## config.mk

```make
export PLATFORM = sky130hd
export DESIGN_NAME = p10_uart_tx
export DESIGN_NICKNAME = d
export VERILOG_FILES = /design/src/rtl/p10_uart_tx.sv
export SDC_FILE = /design/constraint.sdc
export NUM_CORES = 1
export LEC_CHECK = 0
export CAP_MARGIN = 10
export CORE_ASPECT_RATIO = 0.6
export CORE_MARGIN = 1
export CORE_UTILIZATION = 59
export DETAILED_ROUTE_END_ITERATION = 8
export GPL_ROUTABILITY_DRIVEN = 0
export GPL_TIMING_DRIVEN = 0
export PLACE_DENSITY_LB_ADDON = 0.25
export RECOVER_POWER = 100
export SYNTH_ARGS = -nofsm -noshare
export SYNTH_HDL_FRONTEND = slang
export SYNTH_SLANG_ARGS = --single-unit
```

## constraint.sdc

```tcl
create_clock -name clk -period 3 [get_ports clk]
set_clock_uncertainty 0.05 [all_clocks]
set_input_delay 0.6 -clock clk [delete_from_list [all_inputs] [get_ports clk]]
set_output_delay 0.6 -clock clk [all_outputs]
set_load 0.03 [all_outputs]
```

## src/rtl/p10_uart_tx.sv

```systemverilog
// UART transmitter with a one-word holding register and active-low CTS flow control.
// Each frame is a start bit, PAYLOAD_BITS data bits sent LSB-first, then STOP_BITS stop bits.
module p10_uart_tx #(
  parameter int BIT_RATE     = 9600,
  parameter int CLK_HZ       = 50_000_000,
  parameter int PAYLOAD_BITS = 8,
  parameter int STOP_BITS    = 1
) (
  input  logic                    clk,
  input  logic                    resetn,
  output logic                    uart_txd,
  input  logic                    uart_cts,
  input  logic                    uart_tx_valid,
  output logic                    uart_tx_ready,
  input  logic [PAYLOAD_BITS-1:0] uart_tx_data,
  output logic                    uart_tx_busy
);

  localparam int BIT_NS         = 1_000_000_000 / BIT_RATE;
  localparam int CLK_NS         = 1_000_000_000 / CLK_HZ;
  localparam int CYCLES_PER_BIT = BIT_NS / CLK_NS;
  localparam int CNT_W          = $clog2(CYCLES_PER_BIT) + 1;
  localparam int MAX_BITS       = (PAYLOAD_BITS > STOP_BITS) ? PAYLOAD_BITS : STOP_BITS;
  localparam int IDX_W          = $clog2(MAX_BITS) + 1;

  localparam logic [CNT_W-1:0] CNT_LAST  = CNT_W'(CYCLES_PER_BIT - 1);
  localparam logic [IDX_W-1:0] DATA_LAST = IDX_W'(PAYLOAD_BITS - 1);
  localparam logic [IDX_W-1:0] STOP_LAST = IDX_W'(STOP_BITS - 1);

  typedef enum logic [1:0] {
    IDLE,
    START,
    DATA,
    STOP
  } state_t;

  state_t                  state, state_n;
  logic [CNT_W-1:0]        cnt, cnt_n;
  logic [IDX_W-1:0]        idx, idx_n;
  logic [PAYLOAD_BITS-1:0] shift, shift_n;
  logic [PAYLOAD_BITS-1:0] hold, hold_n;
  logic                    hold_full, hold_full_n;
  logic                    txd_q, txd_n;
  logic                    cts_meta, cts_s;
  logic                    bit_end;
  logic                    can_load;

  assign bit_end  = (cnt == CNT_LAST);
  assign can_load = hold_full && !cts_s;

  always_ff @(posedge clk or negedge resetn) begin
    if (!resetn) begin
      state     <= IDLE;
      cnt       <= '0;
      idx       <= '0;
      shift     <= '0;
      hold      <= '0;
      hold_full <= 1'b0;
      txd_q     <= 1'b1;
      cts_meta  <= 1'b1;
      cts_s     <= 1'b1;
    end else begin
      state     <= state_n;
      cnt       <= cnt_n;
      idx       <= idx_n;
      shift     <= shift_n;
      hold      <= hold_n;
      hold_full <= hold_full_n;
      txd_q     <= txd_n;
      cts_meta  <= uart_cts;
      cts_s     <= cts_meta;
    end
  end

  // txd_n is the line level for the coming bit period, so the pin itself stays a plain flop.
  always_comb begin
    state_n     = state;
    cnt_n       = cnt;
    idx_n       = idx;
    shift_n     = shift;
    hold_n      = hold;
    hold_full_n = hold_full;
    txd_n       = txd_q;

    if (uart_tx_valid && !hold_full) begin
      hold_n      = uart_tx_data;
      hold_full_n = 1'b1;
    end

    case (state)
      IDLE: begin
        txd_n = 1'b1;
        cnt_n = '0;
        if (can_load) begin
          state_n     = START;
          shift_n     = hold;
          hold_full_n = 1'b0;
          idx_n       = '0;
          txd_n       = 1'b0;
        end
      end
      START: begin
        if (bit_end) begin
          cnt_n   = '0;
          idx_n   = '0;
          state_n = DATA;
          txd_n   = shift[0];
        end else begin
          cnt_n = cnt + CNT_W'(1);
        end
      end
      DATA: begin
        if (bit_end) begin
          cnt_n   = '0;
          shift_n = shift >> 1;
          if (idx == DATA_LAST) begin
            idx_n   = '0;
            state_n = STOP;
            txd_n   = 1'b1;
          end else begin
            idx_n = idx + IDX_W'(1);
            txd_n = shift_n[0];
          end
        end else begin
          cnt_n = cnt + CNT_W'(1);
        end
      end
      STOP: begin
        if (bit_end) begin
          cnt_n = '0;
          if (idx == STOP_LAST) begin
            // A waiting word goes straight into its start bit with no idle gap.
            if (can_load) begin
              state_n     = START;
              shift_n     = hold;
              hold_full_n = 1'b0;
              idx_n       = '0;
              txd_n       = 1'b0;
            end else begin
              idx_n   = '0;
              state_n = IDLE;
              txd_n   = 1'b1;
            end
          end else begin
            idx_n = idx + IDX_W'(1);
          end
        end else begin
          cnt_n = cnt + CNT_W'(1);
        end
      end
      default: begin
        state_n = IDLE;
        txd_n   = 1'b1;
      end
    endcase
  end

  assign uart_txd      = txd_q;
  assign uart_tx_ready = !hold_full;
  assign uart_tx_busy  = (state != IDLE) || hold_full;

endmodule
```

==> qor.yml <==
io_pins: 15
dieArea_um2: 3640
yosys.area_share.simple: 0.1886
maxCapViolCount: 1
yosysWarnings: 0
synth_compound_area_frac: 0.09494
cp-start-kind: "flop"
max_freq_mhz: 384.2
cts_buffers: 5
regArea_um2: 1005
ys_ff_latch: 40
synth_top_family_by_area: "simple AND/OR/NAND/NOR gates"
finalCriticalPeriod_ns: 2.602
viasPerCell: 5.773
crit_required_ns: 2.35
synth_area_leader_cell: "dfrtp_1"
fin_area_um2: 2285
hpwl_mm: 2.909
clkPwrFrac: 0.207
outcome: "finished, violations left"
multiInputGateArea_um2: 915.9
fill_cells: 209
first_global_vias: 1343
cts_tree: "done"
cts_resized: 0
clk_path_buf_depth: 2
grt_use_total: 0.2464
p_sw_frac: 0.3908
grt_pass1_wl_mm: 6.403
final_common_cell: "dfrtp_1"
clkLatencyLatePin_ns: 0.30
dr.pass1.iters: 5
power_w: 0.002255
worstPathCellList: "inv_1, ha_1, nand2_1, dlygate4sd3_1"
ant_nets: 0
dpl-instance-area_um2: 2191
die_w_um: 77.23
design.core.area_um2: 3040
clk_pin_slew_worst_paths_ns: 0.07
final_nets: 232
post_cts_buffers: 0
routedWlPerCell_um: 15.68
irDropWorstVdd_mv: 0.5643
drive_above_1_share: 0.1127
synth-seq-area-share: 0.5016
overflow: 0
cts_hold_buf: 0
p_int_w: 0.001374
vias: 1472
numClockSinks: 40
violations: "capacitance limit, slew limit"
finalCritPeriodShare: 0.8675
clock_tree.root_cell: "clkbuf_8"
syn_area_um2: 2003
p_leak_nw: 1.021
setup_viol: 0
min_path_type: "reg -> reg"
rows: 15
synth_ff_type: "dfrtp_1"
diodes: 0
crit_fanout: 7
worst_path_max_delay_cell: "dlygate4sd3_1"
final_cell_mix: "37 x dfrtp_1, 24 x nand2_1, 17 x nor2_1, 12 x o21ai_0, 10 x inv_1"
relSlewSlack: -0.3997
rsz0062_at_grt: "false"
grt_max_degree: 41
htreeDepth: 2
cpPeakStageDelay_ns: 0.74
power.density_nw_per_um2: 987.1
worstMarginPinSlew_ns: 2.100
end_kind: "output port"
initial_utilization: 0.6588
drv_slew: 41
finalSetupTns_ns: 0
syn_inst: 191
die-height_um: 47.14
syn_nets: 211
synth_edf_count: 0
area_growth_pct: 14.05
synth_xor_area_frac: 0.04372
antenna_found_initial: 0
worst-setup-path-type: "reg -> out"
synth-adder-area-share: 0.04997
drc_errors: 0
drt_iter0_drc: 264
p_seq_frac: 0.385
wl_mm: 3.999
yosys-top-cells-area: "dfrtp_1 46%, mux2_2 5.1%, ha_1 5.0%"
port_buffers: 14
synthMuxAreaShare: 0.08557
syn_avg_cell_area_um2: 10.49
synth_top_area_share: 0.4622
ys_types: 42
hold_viol_final: 0
cp.arrival_ns: 1.95
ys_async_sr_fraction: 1.000
switching_power_w: 0.0008814
pwr-share-comb: 0.408
## logic make-up after synthesis
family / count (synthesis)
buffers and inverters: 15
and+or+nand+nor: 71
adders and majority gates: 8
AOI/OAI and AO/OA: 31
xor gates and xnor gates: 10
muxes: 16
DFF: 40
## layer usage
layer	global-route usage	routed length, µm	share of wire
met1	0.3213	1900	0.48
met2	0.3912	1815	0.45
met3	0.09320	215	0.054
met4	0.08302	68	0.017
met5	0	0	0
## registers in the layout, summed over array words and instances (netlist names)
| register | cells |
|---|---|
| uart_txd | 1 |
| cts_s | 1 |
| shift | 8 |
| cts_meta | 1 |
| hold_full | 1 |
| state | 2 |
| hold | 8 |
| idx | 4 |
| cnt | 14 |
## power groups by stage
stage	clock [W]	combinational, W	sequential (W)
after CTS	0.000477	0.000981	0.000863
after global routing	0.000497	0.00102	0.000884
after global placement	0	0.000908	0.000859
after floorplan	0	0.000728	0.000846
final	0.000467	0.000919	0.000869
after detailed placement	0	0.000980	0.000873
## final cells by class
cell class	instances	area share
flip-flops and latches	40	0.4398
multi-input cells	136	0.4009
repair buffers	14	0.05860
clock buffers	6	0.03614
well taps	42	0.02300
clock inverters	2	0.01698
inverters	10	0.01643
plain buffers	5	0.008215
## worst paths after layout
path                                      start                   end  slack (ns)  cells past startpoint
setup / recovery           state[0]$_DFFE_PN0P_          uart_tx_busy        0.40                      4
hold / removal               cts_meta$_DFF_PN1_       cts_s$_DFF_PN1_        0.31                      0
setup reg to reg               cnt[0]$_DFF_PN0_  shift[5]$_DFFE_PN0P_        0.69                      7
hold reg to reg              cts_meta$_DFF_PN1_       cts_s$_DFF_PN1_        0.31                      0
max in group asynchronous                resetn  state[0]$_DFFE_PN0P_        0.85                      1
min in group asynchronous                resetn      cnt[2]$_DFF_PN0_        0.85                      1
## cell usage after synthesis, drive strengths merged, types with 4 or more instances
cell type  number
o21ai          14
nor2           18
nand3           7
mux2i           7
or3             4
mux2            9
xor2            7
inv            10
dfrtp          37
a21oi           6
ha              8
nand2          24
## through the flow
step	hold WS, ns	worst slack, ns	cells	util
after global routing	0.3114	0.3094	255	0.7514
final	0.3085	0.3975	255	0.7514
after CTS	0.3097	0.4508	255	0.7605
after global placement	0.2974	0.4163	247	0.7222
after detailed placement	0.2975	0.7814	247	0.7206
after floorplan	0.2544	1.010	191	-
## worst max-delay path: cells and delay by family (launching register included)
kind / cells / cell delay (ns)
and+or+nand+nor: 1 / 0.10
adders and majority gates: 1 / 0.30
buffers and inverters: 2 / 0.85
DFF: 1 / 0.40
(Power assumes the default switching activity.)
